`src/rtl/clock_edge_monitor.sv`:
```
// Brings a slow asynchronous clock/strobe into the clock_in domain as edge pulses,
// measures its period and high time, and tracks lock/timeout of the incoming edges.
module clock_edge_monitor #(
  parameter int unsigned          CNT_WIDTH = 28,
  parameter logic [CNT_WIDTH-1:0] TIMEOUT   = CNT_WIDTH'(100_000_000)
) (
  input  logic                 clock_in,
  input  logic                 reset_n,
  input  logic                 slow_in,
  output logic                 slow_sync,
  output logic                 rise_pulse,
  output logic                 fall_pulse,
  output logic [CNT_WIDTH-1:0] period,
  output logic                 period_valid,
  output logic [CNT_WIDTH-1:0] high_time,
  output logic                 locked,
  output logic                 timeout
);

  localparam logic [CNT_WIDTH-1:0] CNT_MAX = '1;
  localparam logic [CNT_WIDTH-1:0] CNT_ONE = CNT_WIDTH'(1);

  typedef enum logic [1:0] {
    ST_IDLE,
    ST_ARMED,
    ST_LOCKED,
    ST_TIMEOUT
  } state_t;

  state_t               state_q;
  state_t               state_d;
  logic                 s1;
  logic                 s2;
  logic                 s3;
  logic                 rise_det_c;
  logic                 fall_det_c;
  logic                 period_load_c;
  logic [CNT_WIDTH-1:0] cnt;
  logic [CNT_WIDTH-1:0] hcnt;

  // s1/s2 resolve metastability; s3 is the previous synchronized value for edge detection
  always_ff @(posedge clock_in or negedge reset_n) begin
    if (!reset_n) begin
      s1 <= 1'b0;
      s2 <= 1'b0;
      s3 <= 1'b0;
    end else begin
      s1 <= slow_in;
      s2 <= s1;
      s3 <= s2;
    end
  end

  assign slow_sync  = s2;
  assign rise_det_c = s2 & ~s3;
  assign fall_det_c = ~s2 & s3;

  // Period and high-phase counters, both restarting at 1 on a rising edge and saturating
  always_ff @(posedge clock_in or negedge reset_n) begin
    if (!reset_n) begin
      cnt  <= '0;
      hcnt <= '0;
    end else begin
      if (rise_det_c) begin
        cnt <= CNT_ONE;
      end else if (cnt != CNT_MAX) begin
        cnt <= cnt + CNT_ONE;
      end

      if (rise_det_c) begin
        hcnt <= CNT_ONE;
      end else if (s2 && (hcnt != CNT_MAX)) begin
        hcnt <= hcnt + CNT_ONE;
      end
    end
  end

  // Edge pulses and the high-time capture at the end of each high phase
  always_ff @(posedge clock_in or negedge reset_n) begin
    if (!reset_n) begin
      rise_pulse <= 1'b0;
      fall_pulse <= 1'b0;
      high_time  <= '0;
    end else begin
      rise_pulse <= rise_det_c;
      fall_pulse <= fall_det_c;
      if (fall_det_c) begin
        high_time <= hcnt;
      end
    end
  end

  // State register with registered decodes and the period capture
  always_ff @(posedge clock_in or negedge reset_n) begin
    if (!reset_n) begin
      state_q      <= ST_IDLE;
      locked       <= 1'b0;
      timeout      <= 1'b0;
      period       <= '0;
      period_valid <= 1'b0;
    end else begin
      state_q      <= state_d;
      locked       <= (state_d == ST_LOCKED);
      timeout      <= (state_d == ST_TIMEOUT);
      period_valid <= period_load_c;
      if (period_load_c) begin
        period <= cnt;
      end
    end
  end

  // A period is only trusted when the previous rise was seen while not timed out
  always_comb begin
    state_d       = state_q;
    period_load_c = 1'b0;
    case (state_q)
      ST_IDLE: begin
        if (rise_det_c) state_d = ST_ARMED;
      end
      ST_ARMED: begin
        if (rise_det_c) begin
          state_d       = ST_LOCKED;
          period_load_c = 1'b1;
        end
      end
      ST_LOCKED: begin
        if (rise_det_c) period_load_c = 1'b1;
      end
      ST_TIMEOUT: begin
        if (rise_det_c) state_d = ST_ARMED;
      end
      default: state_d = ST_IDLE;
    endcase
    if (!rise_det_c && (cnt >= TIMEOUT)) begin
      state_d = ST_TIMEOUT;
    end
  end

endmodule
```
`config.mk`:
```
export PLATFORM = sky130hd
export DESIGN_NAME = clock_edge_monitor
export DESIGN_NICKNAME = d
export VERILOG_FILES = /design/src/rtl/clock_edge_monitor.sv
export SDC_FILE = /design/constraint.sdc
export NUM_CORES = 1
export LEC_CHECK = 0
export CAP_MARGIN = 5
export CORE_MARGIN = 1.5
export CORE_UTILIZATION = 55
export DETAILED_ROUTE_END_ITERATION = 8
export GPL_TIMING_DRIVEN = 0
export PLACE_DENSITY = 0.79
export SLEW_MARGIN = 20
export SYNTH_ARGS = -nofsm -noshare
export SYNTH_HDL_FRONTEND = slang
export SYNTH_SLANG_ARGS = --single-unit
```
`constraint.sdc`:
```
create_clock -name clock_in -period 2.7 [get_ports clock_in]
set_clock_uncertainty 0.15 [all_clocks]
set_input_delay 0.27 -clock clock_in [delete_from_list [all_inputs] [get_ports clock_in]]
set_output_delay 0.27 -clock clock_in [all_outputs]
set_load 0.1 [all_outputs]
```
==> flow_summary.toml <==
[grt]
globalRouteTotalUtil_pct = 25.2
grt_overflow = 0
grt_max_degree = 63
grt_pass1_wl_um = 21500
grt_pass1_vias = 4469
grt_antenna_before_repair = 0

[logic_synthesis]
ys_ff_latch = 122
synth_xor_area_share_pct = 3.14
synth_compound_area_share_pct = 10.7
synth_top_area_share_pct = 54.7
synth_top_family_by_area = "simple AND/OR/NAND/NOR gates"
synthTopCellsByCount = "dfrtp_1, mux2_2, nand2_1, nor2_1, a21oi_1"
synth_area_leaders = "dfrtp_1, mux2_2, a21oi_1"
yosys.area_share.adder_pct = 1.12
syn_area_mm2 = 0.00558
ys_warn_count = 0
syn-num-nets = 501
ys_async_sr_fraction_pct = 100
synth_edf_count = 0
muxShareOfSynthArea_pct = 11.3
post-synth-top-count-cell = "dfrtp_1"
synthFlopType = "dfrtp_1"
synth.distinct_cells = 57
netlist_instances = 493
synth.avg_cell_area_um2 = 11.3
synth_top_area_cell = "dfrtp_1"
yosysSeqAreaShare_pct = 54.7
yosys.area_share.simple_pct = 16.5

[power_and_ir_drop]
p_clk_share_pct = 45.7
power_density_mw_per_mm2 = 817
p_int_w = 0.00411
ir_drop_uv = 725
leakage_nw = 3.10
power.switching_w = 0.00174
p_comb_share_pct = 18.9
p_sw_share_pct = 29.7
pwr-share-seq_pct = 35.4

[route]
topRoutingLayerUsed = "met4"
wirelength_um = 12900
dr_wl_met3_um = 678
via_count = 4339
drcViolationCount = 0
routedWlPerCell_um = 17.9
met1_length_um = 5370
drt_iter0_drc = 201
routed-wl-met2_um = 6600
dr.pass1.iters = 5
post_drt_via_cell_ratio = 6.00
ant_nets = 0

[worst_setup_path]
critPathMaxFanout = 8
slowest_stage = "clkdlybuf4s50_1"
cp_cell_sequence = "clkdlybuf4s50_1"
cp_top_family = "buffers and inverters"
critPathKind = "flop to output pin"
cp.required_ns = 2.28
crit_buf_inv = 1
worstPathArrival_ns = 2.15
cp-start-kind = "flop"
critPathMaxStageDelay_ns = 1.16
end_kind = "output pin"

[placement]
place_inst = 691
place_congestion = 0.894
placed_area_mm2 = 0.00642
hpwlAfterDp_um = 8440
port-buffer-count = 64

[timing]
relSlewSlack_pct = 33.5
rsz0062_at_grt = "false"
tightestPinTransition_ns = 0.994
drv_slew = 0
setup_viol = 0
fin_crit_ns = 2.57
fmax_ghz = 0.390
hold_viol = 0
fin_crit_sh_pct = 95.1
whs_ns = 0.0384

[outcome]
status = "completed"

[final_layout]
drive_above_1_share_pct = 18.6
design_area_mm2 = 0.00716
fillers = 703
synthToLayoutAreaGrowth_pct = 28.3
final_nets = 585
instances_no_fill = 723
final_util_pct = 72.9
antenna_cells = 0

[min_path]
min_path_type = "input pin to flop"

[floorplanning]
design.die.area_mm2 = 0.0108
core-area_mm2 = 0.00982
dieWidth_um = 104
boundaryPins = 65
initial_core_util_pct = 56.8
dieHeight_um = 104
num_rows = 36

[cts]
cts_num_sinks = 122
h-tree-depth = 4
cts.clk_slew.worst_paths_ns = 0.06
cts_buffers = 17
clk_latency_ns = 0.53
cts_tree = "done"
root_buffer = "clkbuf_8"
cts_max_path_buffers = 2

[run]
max-cap-violations = 0
==> power by group through the flow <==
stage	clock network (W)	registers [W]	logic, W
detailed placement	0	0.00210	0.00110
finish	0.00267	0.00207	0.00110
global placement	0	0.00210	0.00106
floorplan	0	0.00257	0.000327
global route	0.00277	0.00209	0.00117
CTS	0.00269	0.00207	0.00111
==> final cells by class <==
type	count	area [um2]	share of cell area, %
Sequential cell	122	3050	42.7
Multi-Input combinational cell	338	2420	33.8
Timing Repair Buffer	66	679	9.49
Clock buffer	20	455	6.36
Clock inverter	12	241	3.37
Tap cell	133	166	2.33
Buffer	20	96.3	1.35
Inverter	12	45.0	0.629
==> cell usage in the layout (no fill, tap or decap), types with 14 or more instances in the layout <==
cell type and n:
nor2_1 32, clkdlybuf4s50_1 63, nand2_1 32, nand3_1 15, clkbuf_16 16, o21ai_0 22, or4_1 16, xor2_1 15
nand4_1 20, a21oi_1 31, dfrtp_1 121, or3_1 14, mux2_2 54
==> per-layer routing <==
| layer | GRT usage (%) | up-vias |
|---|---|---|
| met5 | 0 | - |
| met1 | 30.4 | 2162 |
| met2 | 42.3 | 142 |
| met3 | 6.36 | 28 |
| met4 | 12.5 | 0 |
| li1 | - | 2007 |
==> sequential cells by signal (all words and copies together) (netlist names) <==
register / count
fall_pulse: 1
hcnt: 28
state_q: 2
slow_sync: 1
rise_pulse: 1
period: 28
s1: 1
period_valid: 1
high_time: 28
s3: 1
timeout: 1
locked: 1
cnt: 28
==> path summary, 6_finish.rpt <==
path	start	end	slack [ns]	depth (start not counted)
hold / removal	slow_in	s1	0.04	1
hold reg to reg	s1	slow_sync	0.23	0
max in group asynchronous	reset_n	slow_sync	1.57	3
setup reg to reg	cnt[4]	cnt[19]	0.15	5
min in group asynchronous	reset_n	high_time[18]	0.14	2
setup / recovery	slow_sync	slow_sync	0.13	1
==> stage by stage <==
| step | total power [W] | TNS [ns] | worst slack, ns |
|---|---|---|---|
| 4_1_cts | 0.00586 | 0 | 0.0492 |
| 5_1_grt | 0.00603 | 0 | 0.0198 |
| 6_report | 0.00585 | 0 | 0.133 |
| 2_1_floorplan | 0.00290 | 0 | 0.279 |
| 3_3_place_gp | 0.00316 | -412.41 | -3.82 |
| 3_5_place_dp | 0.00320 | 0 | 0.0153 |
==> kinds of logic after synthesis <==
group | after synthesis
compound gates | 93
flops | 122
mux | 56
simple gates | 164
buf+inv | 33
fa+ha+maj | 5
xor+xnor | 20
==> timing repair <==
| action | CTS | global route |
|---|---|---|
| resized for setup | 1 | 7 |
| hold buffers | 1 | 0 |
| buffers inserted | 0 | 0 |
| cloned | 0 | 0 |
| endpoints found under the setup margin | 2 | 28 |
| hold endpoints to repair | 61 | 0 |
Note: power is estimated with default switching activity, not from simulation.
